==> config.mk <==
export PLATFORM = sky130hd
export DESIGN_NAME = axis_matvec_coproc
export DESIGN_NICKNAME = d
export VERILOG_FILES = /design/src/rtl/axis_matvec_coproc.sv
export SDC_FILE = /design/constraint.sdc
export NUM_CORES = 2
export LEC_CHECK = 0
export CAP_MARGIN = 10
export CELL_PAD_IN_SITES_DETAIL_PLACEMENT = 1
export CELL_PAD_IN_SITES_GLOBAL_PLACEMENT = 2
export CORE_UTILIZATION = 51
export CTS_CLUSTER_DIAMETER = 150
export CTS_CLUSTER_SIZE = 28
export DETAILED_ROUTE_END_ITERATION = 7
export GPL_ROUTABILITY_DRIVEN = 0
export HOLD_SLACK_MARGIN = 0.05
export PLACE_DENSITY = 0.81
export REMOVE_ABC_BUFFERS = 1
export SYNTH_ARGS = -nofsm -noshare
export SYNTH_HDL_FRONTEND = slang
export SYNTH_MEMORY_MAX_BITS = 65536
export SYNTH_SLANG_ARGS = --single-unit
==> constraint.sdc <==
create_clock -name ACLK -period 11.4 [get_ports ACLK]
set_input_delay 1.14 -clock ACLK [delete_from_list [all_inputs] [get_ports ACLK]]
set_output_delay 1.14 -clock ACLK [all_outputs]
set_load 0.05 [all_outputs]
==> src/rtl/axis_matvec_coproc.sv <==
// rtl/axis_matvec_coproc.sv - AXI4-Stream matrix-vector coprocessor, RES = (A*B) >> SHIFT.
// Optional saturation of out-of-range results is enabled by defining MATVEC_SAT_EN.
module axis_matvec_coproc #(
  parameter int ROWS  = 64,
  parameter int COLS  = 8,
  parameter int WIDTH = 8,
  parameter int SHIFT = 8
) (
  input  logic        ACLK,
  input  logic        ARESET,
  output logic        S_AXIS_TREADY,
  input  logic [31:0] S_AXIS_TDATA,
  input  logic        S_AXIS_TLAST,
  input  logic        S_AXIS_TVALID,
  output logic        M_AXIS_TVALID,
  output logic [31:0] M_AXIS_TDATA,
  output logic        M_AXIS_TLAST,
  input  logic        M_AXIS_TREADY
);
  localparam int CW = $clog2(COLS);
  localparam int RW = $clog2(ROWS);
  localparam int IW = RW + CW;
  localparam int AW = 2 * WIDTH + CW;
  localparam logic [IW-1:0] A_LAST   = IW'(ROWS * COLS - 1);
  localparam logic [IW-1:0] B_LAST   = IW'(COLS - 1);
  localparam logic [CW-1:0] COL_LAST = CW'(COLS - 1);
  localparam logic [RW-1:0] ROW_LAST = RW'(ROWS - 1);

  typedef enum logic [1:0] {RECV_A, RECV_B, COMPUTE, SEND} state_t;

  state_t            state_q, state_d;
  logic [IW-1:0]     in_cnt_q, in_cnt_d;
  logic [RW-1:0]     row_q, row_d;
  logic [CW-1:0]     col_q, col_d;
  logic [AW-1:0]     acc_q, acc_d;
  logic              s_tready_q, s_tready_d;
  logic              m_tvalid_q, m_tvalid_d;
  logic              m_tlast_q, m_tlast_d;
  logic [WIDTH-1:0]  m_tdata_q, m_tdata_d;

  logic [WIDTH-1:0]  a_mem [ROWS*COLS];
  logic [WIDTH-1:0]  b_mem [COLS];
  logic [WIDTH-1:0]  res_mem [ROWS];

  logic              s_fire, m_fire, a_we, b_we, res_we;
  logic [2*WIDTH-1:0] prod;
  logic [AW-1:0]     acc_sum, acc_shift;
  logic [WIDTH-1:0]  res_val;
  logic              unused_bits;

  assign unused_bits   = ^{S_AXIS_TLAST, S_AXIS_TDATA[31:WIDTH]};
  assign s_fire        = S_AXIS_TVALID && s_tready_q;
  assign m_fire        = m_tvalid_q && M_AXIS_TREADY;
  assign S_AXIS_TREADY = s_tready_q;
  assign M_AXIS_TVALID = m_tvalid_q;
  assign M_AXIS_TLAST  = m_tlast_q;
  assign M_AXIS_TDATA  = {{(32-WIDTH){1'b0}}, m_tdata_q};

  // COLS is a power of two, so {row, col} is exactly the row-major index i*COLS+j.
  assign prod      = (2*WIDTH)'(a_mem[{row_q, col_q}]) * (2*WIDTH)'(b_mem[col_q]);
  assign acc_sum   = ((col_q == '0) ? '0 : acc_q) + AW'(prod);
  assign acc_shift = acc_sum >> SHIFT;
`ifdef MATVEC_SAT_EN
  assign res_val   = (|(acc_shift >> WIDTH)) ? {WIDTH{1'b1}} : acc_shift[WIDTH-1:0];
`else
  assign res_val   = acc_shift[WIDTH-1:0];
`endif

  always_comb begin
    state_d    = state_q;
    in_cnt_d   = in_cnt_q;
    row_d      = row_q;
    col_d      = col_q;
    acc_d      = acc_q;
    m_tvalid_d = m_tvalid_q;
    m_tlast_d  = m_tlast_q;
    m_tdata_d  = m_tdata_q;
    a_we       = 1'b0;
    b_we       = 1'b0;
    res_we     = 1'b0;
    case (state_q)
      RECV_A: if (s_fire) begin
        a_we = 1'b1;
        if (in_cnt_q == A_LAST) begin
          in_cnt_d = '0;
          state_d  = RECV_B;
        end else begin
          in_cnt_d = in_cnt_q + 1'b1;
        end
      end
      RECV_B: if (s_fire) begin
        b_we = 1'b1;
        if (in_cnt_q == B_LAST) begin
          in_cnt_d = '0;
          row_d    = '0;
          col_d    = '0;
          state_d  = COMPUTE;
        end else begin
          in_cnt_d = in_cnt_q + 1'b1;
        end
      end
      COMPUTE: begin
        acc_d = acc_sum;
        col_d = col_q + 1'b1;
        if (col_q == COL_LAST) begin
          res_we = 1'b1;
          row_d  = row_q + 1'b1;
          if (row_q == ROW_LAST) begin
            // RES[0] was written long before, so it can preload the output register now.
            row_d      = '0;
            state_d    = SEND;
            m_tvalid_d = 1'b1;
            m_tlast_d  = 1'b0;
            m_tdata_d  = res_mem[RW'(0)];
          end
        end
      end
      SEND: if (m_fire) begin
        if (m_tlast_q) begin
          state_d    = RECV_A;
          m_tvalid_d = 1'b0;
          m_tlast_d  = 1'b0;
          m_tdata_d  = '0;
        end else begin
          row_d     = row_q + 1'b1;
          m_tdata_d = res_mem[row_q + 1'b1];
          m_tlast_d = ((row_q + 1'b1) == ROW_LAST);
        end
      end
      default: state_d = RECV_A;
    endcase
    s_tready_d = (state_d == RECV_A) || (state_d == RECV_B);
  end

  always_ff @(posedge ACLK) begin
    if (ARESET) begin
      state_q    <= RECV_A;
      in_cnt_q   <= '0;
      row_q      <= '0;
      col_q      <= '0;
      acc_q      <= '0;
      s_tready_q <= 1'b0;
      m_tvalid_q <= 1'b0;
      m_tlast_q  <= 1'b0;
      m_tdata_q  <= '0;
    end else begin
      state_q    <= state_d;
      in_cnt_q   <= in_cnt_d;
      row_q      <= row_d;
      col_q      <= col_d;
      acc_q      <= acc_d;
      s_tready_q <= s_tready_d;
      m_tvalid_q <= m_tvalid_d;
      m_tlast_q  <= m_tlast_d;
      m_tdata_q  <= m_tdata_d;
    end
  end

  always_ff @(posedge ACLK) begin
    if (a_we)   a_mem[in_cnt_q]          <= S_AXIS_TDATA[WIDTH-1:0];
    if (b_we)   b_mem[in_cnt_q[CW-1:0]]  <= S_AXIS_TDATA[WIDTH-1:0];
    if (res_we) res_mem[row_q]           <= res_val;
  end
endmodule
; ---- Word-level counts from Yosys, hierarchy flattened
; Memories as Yosys holds them, arrays and structs flattened. A register that Yosys moved wholly into a read port is not among the register bits.
; Cells that the tools add are included.
[totals]
regBits = 50
mem_bits_rw = 4672
inputBits = 37
output_inout_bits = 35
word_cells = 102
memories = 3
[classes]
add_sub_neg = 4
multipliers = 1
n_eq_ne = 17
mux = 53
n_reduce_logical = 15
[memory_table]
columns = name, words, word_bits, read_ports, rd_clocked_by_memory_dff, wr, line_no
row1 = a_mem, 512, 8, 1, 0, 1, 41  ; logic [WIDTH-1:0] a_mem [ROWS*COLS];
row2 = res_mem, 64, 8, 2, 0, 1, 43  ; logic [WIDTH-1:0] res_mem [ROWS];
row3 = b_mem, 8, 8, 1, 1, 1, 42  ; logic [WIDTH-1:0] b_mem [COLS];
[op_table]
columns = op, n
row1 = $mux W6, 6
row2 = $mux W9, 4
row3 = $mux W8, 4
row4 = $add A19 B16 Y19, 1
row5 = $mux W1, 19
row6 = $mux W19, 1
row7 = $pmux W6 S3, 1
row8 = $pmux W9 S2, 1
row9 = $mul A8 B8 Y16, 1
row10 = $mux W2, 8
row11 = $ne A2 B2 Y1 const B, 8
row12 = $pmux W8 S2, 1
row13 = $eq A6 B6 Y1 const B, 2
row14 = $mux W3, 4
row15 = $add A9 B1 Y9 const B, 1
row16 = $eq A9 B3 Y1 const B, 1
row17 = $eq A9 B9 Y1 const B, 1
row18 = $pmux W2 S4, 1
row19 = $add A6 B1 Y6 const B, 1
row20 = $pmux W3 S2, 1
row21 = $reduce_and A3 Y1, 2
row22 = $reduce_and A6 Y1, 1
row23 = $reduce_bool A2 Y1, 3
row24 = $reduce_and A5 Y1, 1
row25 = 11 further kinds, 16

; ---- Logic depth before layout (Yosys ltp)
[logic_depth]
ltp_word = 6
ltp_mapped = 33
mapped_depth_nobuf = 26

; ---- Least setup slack after synthesis
; OpenSTA, ideal clock, no wires.
[synth_path]
path_type = register to register
startpoint = reg col_q[0]
endpoint = mem res_mem[0][5], data pin
setup_time_ns = 0.574
t_arrival_ns = 8.064
path_slack_ns = 2.762
path_stages_with_launch = 27
period_less_slack_ns = 8.638
path_cell_list = dfxtp_1 buf_6 buf_6 buf_6 buf_6 buf_6 buf_2 mux4_2 a22oi_1 o2111ai_1 o41ai_1 o311a_1 nand3_2 nand2_1 fa_1 fa_1 inv_1 fa_1 inv_1 fa_1 inv_1 ha_1 a21boi_0 o211ai_1 a21oi_1 nor3_1 xnor2_1
[synth_between]
elab_chain_len = 3
word_cells_on_any_way = 5
[synth_lines]
columns = element, line_no
row1 = from (decl), 34  ; logic [CW-1:0] col_q, col_d;
row2 = from (signal assigned), 150  ; col_q <= col_d;
row3 = $mem_v2 Z512 W8 or $logic_not A3 Y1 (tied branches), --
row4 = $mul A8 B8 Y16 or $mux W19 (tied branches), "60, 61"
row5 = $add A19 B16 Y19 *, 61  ; assign acc_sum = ((col_q == '0) ? '0 : acc_q) + AW'(prod);
row6 = via acc_sum[13], 47  ; logic [AW-1:0] acc_sum, acc_shift;
row7 = to (decl), 43
; Mark *: on every way through the listed nets, which the timed path passes. The rest lies on a longest branch.

; ---- Final worst setup path
[layout_path]
startpoint = reg row_q[1]
endpoint = mem res_mem[59][7], data pin
[layout_between]
elab_chain_len = 3
[layout_lines]
columns = element, line_no
row1 = from (decl), 33  ; logic [RW-1:0] row_q, row_d;
row2 = from (signal assigned), 149  ; row_q <= row_d;
row3 = $mem_v2 Z512 W8, --
row4 = $mul A8 B8 Y16, 60  ; assign prod = (2*WIDTH)'(a_mem[{row_q, col_q}]) * (2*WIDTH)'(b_mem[col_q]);
row5 = $add A19 B16 Y19, 61
row6 = via acc_sum[15], 47
; The timed path passes the listed nets, and every way through them passes these cells.

==> results.txt <==
* Result of the run: finished clean
- Routed len/inst: roughly 40 um
* Synth Flop Type: sky130_fd_sc_hd__edfxtp_1
- For flop-to-flop paths, the worst setup slack is 820 ps.
- Post-CTS Setup Repair Bufs: 0
* Period minus WS final: 10580 ps
- I/O Pins: 72
- For this block, the via count after detailed routing is 92600.
- Most frequent cell after synthesis: sky130_fd_sc_hd__edfxtp_1
- Launch point of the worst path: row_q[1]
- CTS buffer count: 191
- Most used cell, CP: sky130_fd_sc_hd__fa_1
- The clock passes through at most 4 buffers.
* Final setup viols: 0
- After detailed placement, the design holds a cell count of approximately 13000.
* Critical path capture point: res_mem[59][7]
- The worst register-to-register path begins at row_q[1].
* Wirelength, routed: 547000 um
- The tool flagged a number of max-cap violations equal to 0.
- Initial standard-cell utilization of the core: 0.512
- IR analysis of the VDD net gives a maximum drop of 0.000135 V.
- Maximum single-stage delay on the critical path: ~1100 ps
- Layout overhead on the synthesized area: 6.23%
* Sequential cell area fraction in the yosys report: 0.761
- Die X: 605 um
- Entering global routing, the biggest net connects 193 pins.
- Kind of cell with the highest combined delay on the critical path: simple AND/OR/NAND/NOR gates
- Cell at the root of the clock tree: sky130_fd_sc_hd__clkbuf_16
* Filler cell count: 30900
- Across all hold checks on the routed design, the worst slack comes to 469 ps.
- The finished layout holds 13600 standard cells, fillers aside.
- Insertion delay of the later-clocked pin in the worst-skew pair: 980 ps
* Mapped Avg Cell Area: 21.2 um^2
* TritonCTS clock tree: built
- Number of hold buffers added after CTS: 0
- Worst min path class: flip-flop to flip-flop
- RSZ-0062 raised after global routing: false
- TritonRoute pass-1 iters: 6
- The region available for standard cell placement spans 0.362 mm^2.
* Number of global-route vias before repair: between 90000 and 100k
* Fmax achieved: 94.5 MHz
- Critical path endpoint category: flip-flop
* Number of cells traversed by the worst register-to-register path: 25
* Initial DRC Count: 14900
* Die boundary height: 605 um
- In this run, synthesis inferred 4672 flip-flops with an integrated enable.
- Antenna violations before repair: 42
- Remaining DRCs: 0
- Counting flops and latches in the post-synthesis netlist gives 4722.
- Dividing the detail-routed via count by the number of cells gives 6.83.
- The critical path is of the flip-flop to flip-flop type.
- Critical Path Start Type: flip-flop
- Half-perimeter wire length of the detailed placement result: 351000 um
- Slew Limit Headroom: 0.0671
- After synthesis, the most frequently instantiated cells are 4672 x sky130_fd_sc_hd__edfxtp_1, 1182 x sky130_fd_sc_hd__mux4_2, 689 x sky130_fd_sc_hd__nor2_1.
- Slew at the pin closest to its max-slew limit: approximately 1400 ps
- After routing, the total negative slack on setup checks comes to 0 ps.
* Slowest stage cell on the critical path: sky130_fd_sc_hd__nor4bb_4
* Worst R2R End: res_mem[59][7]
- The biggest area contributor in the post-synthesis netlist is sky130_fd_sc_hd__edfxtp_1.
- Overall Global Routing Usage: 0.298
- Yosys top cell area share: 0.756
- Leakage power total: 57.9 nW
- STA puts the critical path data required time at around 12000 ps.
* Post-route antenna net violation count: 0
* Final Hold Fails: 0
- Number of standard cells after synthesis: about 8700
- Clock-pin slew was measured on the worst setup and hold paths at approximately 110 ps.
- Ranked by total cell area, the synthesized netlist is headed by sky130_fd_sc_hd__edfxtp_1 76%, sky130_fd_sc_hd__mux4_2 14%, sky130_fd_sc_hd__nor2_1 1.4%, sky130_fd_sc_hd__mux2i_1 1.0%, sky130_fd_sc_hd__a22oi_1 0.87%.
* Total power per unit cell area: 145 mW/mm^2
- At the end of the flow, the number of nets in the layout was a little under 9000.
* Cell area after synthesis: 0.186 mm^2
- The total overflow left after global routing is 0.
- The max-slew violation count was 0.
- Once layout is complete, the utilization of the core stands at 0.544.
- At the worst endpoint, the arrival time is around 11000 ps.
- The critical path crosses 25 cells after its start point.
* H-tree depth: 4
- Of the cells placed in the final design, the portion with a size suffix greater than 1 is 0.205.
* Number of resized instances in the post-cts repair step: 0
- The Yosys step of the flow raised 0 warnings.
- Number of distinct library cells after synthesis: 89
* Share of the cycle needed by the critical path after routing: 0.928
* Number of sinks on the clock net: 4722
* Async SR Flop Fraction: 0
- Overall die area: 0.366 mm^2
- In this run the core area contains 221 standard-cell rows.
- Critical Path Fanout Max: 64
- Worst-case clock skew: 54.3 ps
- The first global-routing pass estimated 754000 um of wire.
- Number of input and output port buffers inserted: 22
- Buf+Inv Stages, Crit Path: 5
-- power breakdown --
group / internal (mW) / switching (mW) / total, mW
Sequential: 19.4 / 0.00187 / 19.4
Combinational: 0.123 / 0.797 / 0.920
Clock: 3.13 / 5.13 / 8.27
Total: 22.7 / 5.93 / 28.6
-- placed cells by master, fill, tap and decap left out, drive strengths merged, types with 13 or more instances in the layout --
cell type	n
a21oi	75
a221oi	22
o22ai	19
buf	298
inv	101
nor3b	13
o21ai	38
diode	18
nor4	13
clkbuf	216
nor3	39
nand2	283
o2111ai	17
nand2b	24
edfxtp	4672
nor2b	21
dfxtp	50
ha	45
clkdlybuf4s50	13
mux4	1211
conb	24
a22o	30
nor2	689
a211oi	22
nand4	50
fa	50
a22oi	216
nand3	64
mux2i	186
and2	37
a31oi	25
-- worst min-delay path by stage --
| stage | from | endpoint | slack, ps | cells after the start |
|---|---|---|---|---|
| finish | acc_q[8] | acc_q[8] | 470 | 2 |
| detailed placement | acc_q[2] | acc_q[2] | 450 | 2 |
| global placement | acc_q[2] | acc_q[2] | 440 | 2 |
| CTS | acc_q[8] | acc_q[8] | 470 | 2 |
| global route | acc_q[9] | acc_q[9] | 490 | 2 |
| floorplan | acc_q[0] | acc_q[0] | 430 | 2 |
-- per-layer routing --
metal  vias up  share of wire  global-route usage
li1      35800              -                   -
met1     49900           0.37               0.404
met2      5882           0.46               0.460
met3      1038           0.12              0.0747
met4        20          0.054               0.136
met5         -        0.00025                   0
-- registers in the layout (all words and copies together), names as in the netlist, 2 cells and up, named ones only --
name and flops:
in_cnt_q 9, a_mem 4096, m_tdata_q 8, acc_q 16, res_mem 512, col_q 3
row_q 6, state_q 2, b_mem 64
-- worst reg2reg max path, delay by kind of cell (launching register included) --
family          cells  cell delay [ps]
compound gates      6             2110
xor+xnor            1              160
fa+ha+maj           5             2150
buf+inv             5             1900
flops               1              890
simple gates        8             2980
-- per-stage QoR --
stage / area (um^2) / worst slack [ps] / power, mW
after floorplan: 183000 / -47450 / 20.2
after global placement: 192000 / 1140 / 20.7
after detailed placement: 192000 / 1090 / 20.8
after CTS: 197000 / 1060 / 28.7
after global routing: 197000 / 649 / 29.1
final: 197000 / 821 / 28.6
-- logic make-up (layout without fill, tap and decap cells) --
| kind of cell | count (synthesis) | in the layout | share of synthesized area |
|---|---|---|---|
| buffers and inverters | 643 | 632 | 0.0186 |
| AND/OR/NAND/NOR | 1297 | 1297 | 0.0310 |
| AO/OA/AOI/OAI | 551 | 551 | 0.0216 |
| flip-flops | 4722 | 4722 | 0.761 |
| XOR/XNOR | 21 | 21 | 0.000991 |
| other | 1 | 42 | 0.0000202 |
| adder cells (fa/ha/maj) | 95 | 95 | 0.00843 |
| multiplexers | 1409 | 1409 | 0.158 |
-- final cells by class --
class,count,area (um^2),share of cell area
Clock inverter,8,136,0.000692
Multi-Input combinational cell,3397,41500,0.210
Timing Repair Buffer,312,2880,0.0146
Clock buffer,215,4950,0.0251
Antenna cell,18,45.0,0.000228
Tap cell,4794,6000,0.0304
Sequential cell,4722,141000,0.717
Inverter,97,372,0.00188
Power figures use the tool's default switching activity.
